===== config.mk =====
export PLATFORM = sky130hd
export DESIGN_NAME = bcd_seven_seg_scan_flat
export DESIGN_NICKNAME = d
export VERILOG_FILES = /design/src/rtl/bcd_seven_seg_scan_if.sv /design/src/rtl/bcd_seven_seg_scan.sv /design/src/flat_wrapper.sv
export SDC_FILE = /design/constraint.sdc
export NUM_CORES = 1
export LEC_CHECK = 0
export ABC_AREA = 1
export CORE_MARGIN = 8
export CORE_UTILIZATION = 55
export DETAILED_ROUTE_END_ITERATION = 10
export DONT_BUFFER_PORTS = 1
export PLACE_DENSITY = 0.81
export REMOVE_ABC_BUFFERS = 1
export SLEW_MARGIN = 25
export SYNTH_ARGS = -nofsm -noshare
export SYNTH_HDL_FRONTEND = slang
export SYNTH_SLANG_ARGS = --single-unit

===== constraint.sdc =====
create_clock -name clk -period 2 [get_ports clk]
set_input_delay 0.3 -clock clk [delete_from_list [all_inputs] [get_ports clk]]
set_output_delay 0.3 -clock clk [all_outputs]
set_load 0.02 [all_outputs]

===== src/rtl/bcd_seven_seg_scan_if.sv =====
// Result handshake between the binary-to-BCD converter and the display stage.
//   bcd_in   : {hundreds, tens, ones} BCD result, 4 bits per digit
//   bcd_done : converter result-valid (pulse or level)
//   bcd_ack  : one-cycle acknowledge per captured result
// master = converter side, slave = display side.
interface bcd_seven_seg_scan_if;
  logic [11:0] bcd_in;
  logic        bcd_done;
  logic        bcd_ack;

  modport master (output bcd_in, output bcd_done, input bcd_ack);
  modport slave  (input bcd_in, input bcd_done, output bcd_ack);
endinterface


===== src/rtl/bcd_seven_seg_scan.sv =====
// Display stage for 3-digit BCD results: captures a result on each rising edge
// of bcd_done, acknowledges it for one cycle, and time-multiplexes the three
// digits onto a common-anode, active-low seven-segment display.
//   clk, reset : clock, asynchronous active-high reset
//   bus        : slave side of the converter handshake (bcd_in/bcd_done/bcd_ack)
//   blank_lz   : 1 blanks leading zeros in the hundreds and tens positions
//   seg        : active-low segments, bit order gfedcba
//   an         : active-low digit enables, an[0]=ones, an[1]=tens, an[2]=hundreds
module bcd_seven_seg_scan #(
  parameter int unsigned REFRESH_DIV = 100000,
  parameter int unsigned DIV_W       = 17
) (
  input  logic                 clk,
  input  logic                 reset,
  bcd_seven_seg_scan_if.slave  bus,
  input  logic                 blank_lz,
  output logic [6:0]           seg,
  output logic [2:0]           an
);

  localparam logic [DIV_W-1:0] DIV_LAST  = DIV_W'(REFRESH_DIV - 1);
  localparam logic [6:0]       SEG_BLANK = 7'b1111111;
  localparam logic [6:0]       SEG_DASH  = 7'b0111111;

  logic [11:0]      stored;
  logic             valid;
  logic             done_q;
  logic             ack_q;
  logic [DIV_W-1:0] div;
  logic [1:0]       idx;

  logic             capture_c;
  logic             wrap_c;
  logic [3:0]       nib_c;
  logic             blank_c;
  logic [6:0]       seg_c;
  logic [2:0]       an_c;

  // Active-low glyph for one nibble; non-decimal values show a dash.
  function automatic logic [6:0] glyph(input logic [3:0] d);
    logic [6:0] g;
    case (d)
      4'd0:    g = 7'b1000000;
      4'd1:    g = 7'b1111001;
      4'd2:    g = 7'b0100100;
      4'd3:    g = 7'b0110000;
      4'd4:    g = 7'b0011001;
      4'd5:    g = 7'b0010010;
      4'd6:    g = 7'b0000010;
      4'd7:    g = 7'b1111000;
      4'd8:    g = 7'b0000000;
      4'd9:    g = 7'b0010000;
      default: g = SEG_DASH;
    endcase
    return g;
  endfunction

  assign capture_c = bus.bcd_done && !done_q;
  assign wrap_c    = (div == DIV_LAST);
  assign bus.bcd_ack = ack_q;

  // Digit select, leading-zero blanking and glyph decode for the current slot.
  always_comb begin
    nib_c   = stored[3:0];
    blank_c = 1'b0;
    seg_c   = SEG_BLANK;
    an_c    = 3'b111;
    case (idx)
      2'd1: begin
        nib_c   = stored[7:4];
        blank_c = blank_lz && (stored[11:8] == 4'd0) && (stored[7:4] == 4'd0);
      end
      2'd2: begin
        nib_c   = stored[11:8];
        blank_c = blank_lz && (stored[11:8] == 4'd0);
      end
      default: ;
    endcase
    if (valid) begin
      seg_c = blank_c ? SEG_BLANK : glyph(nib_c);
      an_c  = ~(3'b001 << idx);
    end
  end

  // Capture, acknowledge, refresh divider/digit index and registered outputs.
  always_ff @(posedge clk or posedge reset) begin
    if (reset) begin
      stored <= 12'd0;
      valid  <= 1'b0;
      done_q <= 1'b0;
      ack_q  <= 1'b0;
      div    <= '0;
      idx    <= 2'd0;
      seg    <= SEG_BLANK;
      an     <= 3'b111;
    end else begin
      done_q <= bus.bcd_done;
      ack_q  <= capture_c;
      if (capture_c) begin
        stored <= bus.bcd_in;
        valid  <= 1'b1;
      end
      if (wrap_c) begin
        div <= '0;
        idx <= (idx == 2'd2) ? 2'd0 : idx + 2'd1;
      end else begin
        div <= div + DIV_W'(1);
      end
      seg <= seg_c;
      an  <= an_c;
    end
  end

endmodule

===== src/flat_wrapper.sv =====
// flat-port wrapper written by rule: the top's interface ports become plain ports
module bcd_seven_seg_scan_flat 
#(
  parameter int unsigned REFRESH_DIV = 100000,
  parameter int unsigned DIV_W       = 17
)
  (clk, reset, blank_lz, seg, an, bus_bcd_in, bus_bcd_done, bus_bcd_ack);
  bcd_seven_seg_scan_if bus_i ();
  input  logic clk;
  input  logic reset;
  input  logic blank_lz;
  output logic [6:0] seg;
  output logic [2:0] an;
  input wire logic [$bits(bus_i.bcd_in)-1:0] bus_bcd_in;
  input wire logic [$bits(bus_i.bcd_done)-1:0] bus_bcd_done;
  output wire logic [$bits(bus_i.bcd_ack)-1:0] bus_bcd_ack;
  assign bus_i.bcd_in = bus_bcd_in;
  assign bus_i.bcd_done = bus_bcd_done;
  assign bus_bcd_ack = bus_i.bcd_ack;
  bcd_seven_seg_scan #(.REFRESH_DIV(REFRESH_DIV), .DIV_W(DIV_W)) u_core (.clk(clk), .reset(reset), .bus(bus_i), .blank_lz(blank_lz), .seg(seg), .an(an));
endmodule

==> impl_metrics.py <==
metrics = {
    "logic_synthesis": {
        "synth-seq-area-share_pct": 47.9,
        "avgSynthCellArea_sq_um": 7.96,
        "ys.flop_type": "dfrtp_1",
        "ys_async_sr_fraction_pct": 100,
        "ys_seq_elements": 44,
        "yosys_warnings": 0,
        "ys_types": 29,
        "synth_edf_count": 0,
        "syn_area_sq_um": 2320,
        "syn_inst": 292,
    },
    "clocking": {
        "numCtsBuffers": 5,
        "cts.reportedPaths.clkPinSlew_ns": 0.08,
        "cts_setup_buffers": 0,
        "cts_hold_buf": 0,
        "clockBufferDepth": 2,
        "cts_resized": 0,
        "root_buffer": "clkbuf_8",
        "cts.htree.levels": 2,
        "cts_tree": "built",
        "clk_latency_ns": 0.31,
        "numClockSinks": 44,
    },
    "power_and_ir_drop": {
        "leakage_nw": 1.26,
        "power.density_nw_per_um2": 765,
        "peakVddDrop_uv": 468,
    },
    "timing": {
        "clock-skew-final_ns": 0.00983,
        "rsz0062_at_grt": "no",
        "worstMarginPinSlew_ns": 0.544,
        "fin_setup_tns_ns": 0,
        "post-route-min-period_ns": 1.87,
        "setup-violations-final": 0,
        "finalMaxSlewViolations": 0,
        "fmax_mhz": 533,
        "period_share_pct": 93.7,
        "hold_violations": 0,
        "slew_headroom_pct": 63.7,
    },
    "critical_path": {
        "crit_type": "reg -> reg",
        "worst_setup_path_start_kind": "register",
        "cp_max_fo": 9,
        "crit_arrival_ns": 2.12,
        "end_kind": "register",
        "cp.required_ns": 2.24,
    },
    "global_routing": {
        "grt_pass1_wl_um": 7620,
        "antenna_found_initial": 0,
        "grt.total_usage_pct": 15.0,
        "grt_remaining_overflow": 0,
        "grt_max_degree": 45,
        "grt_pass1_vias": 1743,
    },
    "die": {
        "initial_utilization_pct": 57.7,
        "dieArea_sq_um": 6560,
        "rows": 23,
        "boundaryPins": 27,
        "dieHeight_um": 81.0,
        "fp.dieW_um": 81.0,
        "core_region_area_sq_um": 4030,
    },
    "drt": {
        "wl_per_cell_um": 12.8,
        "avgViaCountPerCell": 5.03,
        "vias": 1761,
        "totalWireLength_um": 4470,
        "ant_nets": 0,
        "drt-initial-drc-count": 124,
        "drc": 0,
        "dr.pass1.iters": 4,
    },
    "flow_run": {
        "maxCapViolCount": 0,
    },
    "final_layout": {
        "area_growth_pct": 7.38,
        "drive_gt1_share_pct": 14.7,
        "fillers": 352,
        "n_antenna_cell": 0,
        "final_area_sq_um": 2490,
        "nNetsFinal": 324,
    },
    "worst_hold_path": {
        "hold_class": "in -> async",
    },
    "placement": {
        "place.port_buffers": 0,
        "dp_hpwl_um": 3350,
        "dpl_cell_area_sq_um": 2380,
        "gp_congestion": 0.870,
    },
    "outcome": {
        "status": "completed",
    },
}
[sequential cells by signal (all words and copies together), names as in the netlist]
register and flops:
u_core.div 17, u_core.stored 12, u_core.seg 7, u_core.an 3, u_core.idx 2, u_core.bus.bcd_ack 1, u_core.done_q 1, u_core.valid 1
[cell usage in the layout (no fill, tap or decap)]
cell	Yosys	layout
clkbuf_8	0	5
ha_1	9	8
buf_4	0	2
inv_2	4	6
dfstp_2	10	10
nor2_4	3	3
inv_1	33	31
or2_0	1	1
nor2_1	30	30
o21bai_1	1	1
xor2_1	9	9
a21oi_1	1	1
nand4_1	8	8
or2_2	2	2
dfrtp_1	34	34
nand3_1	19	19
clkbuf_1	0	1
nor2_2	3	3
nand3b_1	2	2
ha_2	0	1
nand2_2	5	5
o21ai_1	1	1
clkinv_1	1	1
bufinv_16	0	1
or2_4	1	1
nand2_4	2	2
nor3_1	1	1
a21oi_2	1	1
nand2_1	103	103
or2_1	1	1
clkinv_2	0	1
o21ai_0	4	4
o21ai_2	1	1
[synth_stat cells, types with 2 or more instances]
cell type,instances,area (sq um)
nand3_1,19,95.1
ha_1,9,113
nand2_1,103,387
xor2_1,9,78.8
nand3b_1,2,15.0
nor2_4,3,33.8
dfstp_2,10,263
nand2_2,5,31.3
inv_1,33,124
dfrtp_1,34,851
o21ai_0,4,20.0
nand2_4,2,22.5
or2_2,2,12.5
nand4_1,8,50.1
inv_2,4,15.0
nor2_2,3,18.8
nor2_1,30,113
[path summary, 6_finish.rpt]
path	end	slack [ns]	depth (start not counted)	start
max in group asynchronous	u_core.bus.bcd_ack	1.60	2	reset
setup / recovery	u_core.seg[3]	0.13	10	u_core.idx[0]
hold / removal	u_core.stored[6]	0.01	2	reset
hold reg to reg	u_core.div[0]	0.50	1	u_core.div[0]
setup reg to reg	u_core.seg[3]	0.13	10	u_core.idx[0]
min in group clk	u_core.done_q	0.02	0	bus_bcd_done
[report_power, final]
part           switching, W  total (W)  internal, W
logic              0.000115   0.000178    0.0000626
clock network      0.000299   0.000670     0.000370
registers         0.0000809    0.00106     0.000980
total              0.000495    0.00191      0.00141
[per-stage QoR]
stage          hold WS, ns  total power, W  util [%]  std cells  setup WS, ns
3_5_place_dp         0.332         0.00126      59.2        342        0.0969
4_1_cts             0.0191         0.00192      61.9        350        0.0607
5_1_grt             0.0101         0.00199      61.9        350        0.0223
6_report            0.0141         0.00191      61.9        350         0.125
2_1_floorplan        0.331         0.00121         -        290         0.236
3_3_place_gp         0.332         0.00125      59.2        342         0.175
[worst max-delay path, stage by stage (launching register included)]
cell	delay, ns
dfrtp_1	0.42
inv_2	0.10
ha_2	0.32
or2_2	0.32
nand2_2	0.10
ha_1	0.25
inv_1	0.07
nand2_1	0.05
nand2_1	0.06
nand2_1	0.04
nand2_1	0.08
[layout make-up]
| cell class | count | area, sq um | share of cell area, % |
|---|---|---|---|
| sequential | 44 | 1110 | 44.6 |
| tap | 50 | 62.6 | 2.51 |
| inverter | 38 | 143 | 5.72 |
| clock inverter | 2 | 35.0 | 1.40 |
| timing repair buffer | 2 | 15.0 | 0.602 |
| multi-input combinational | 208 | 1050 | 42.2 |
| clock buffer | 6 | 72.6 | 2.91 |
[cells by family (layout without fill, tap and decap cells)]
logic type	Yosys count	count (layout)	synth area share, %
buffers and inverters	40	48	6.84
adder cells (fa/ha/maj)	9	9	4.85
AO/OA/AOI/OAI	9	9	2.37
AND/OR/NAND/NOR	181	181	34.6
XOR/XNOR	9	9	3.39
flip-flops	44	44	47.9
[layer usage]
layer | global-route usage, % | up-vias | part of all wire [%]
met2 | 22.6 | 54 | 43
met4 | 6.25 | 0 | 1.5
met1 | 18.8 | 783 | 49
li1 | - | 918 | -
met5 | 0 | - | 0
met3 | 5.63 | 6 | 6.9
Note: power is estimated with default switching activity, not from simulation.
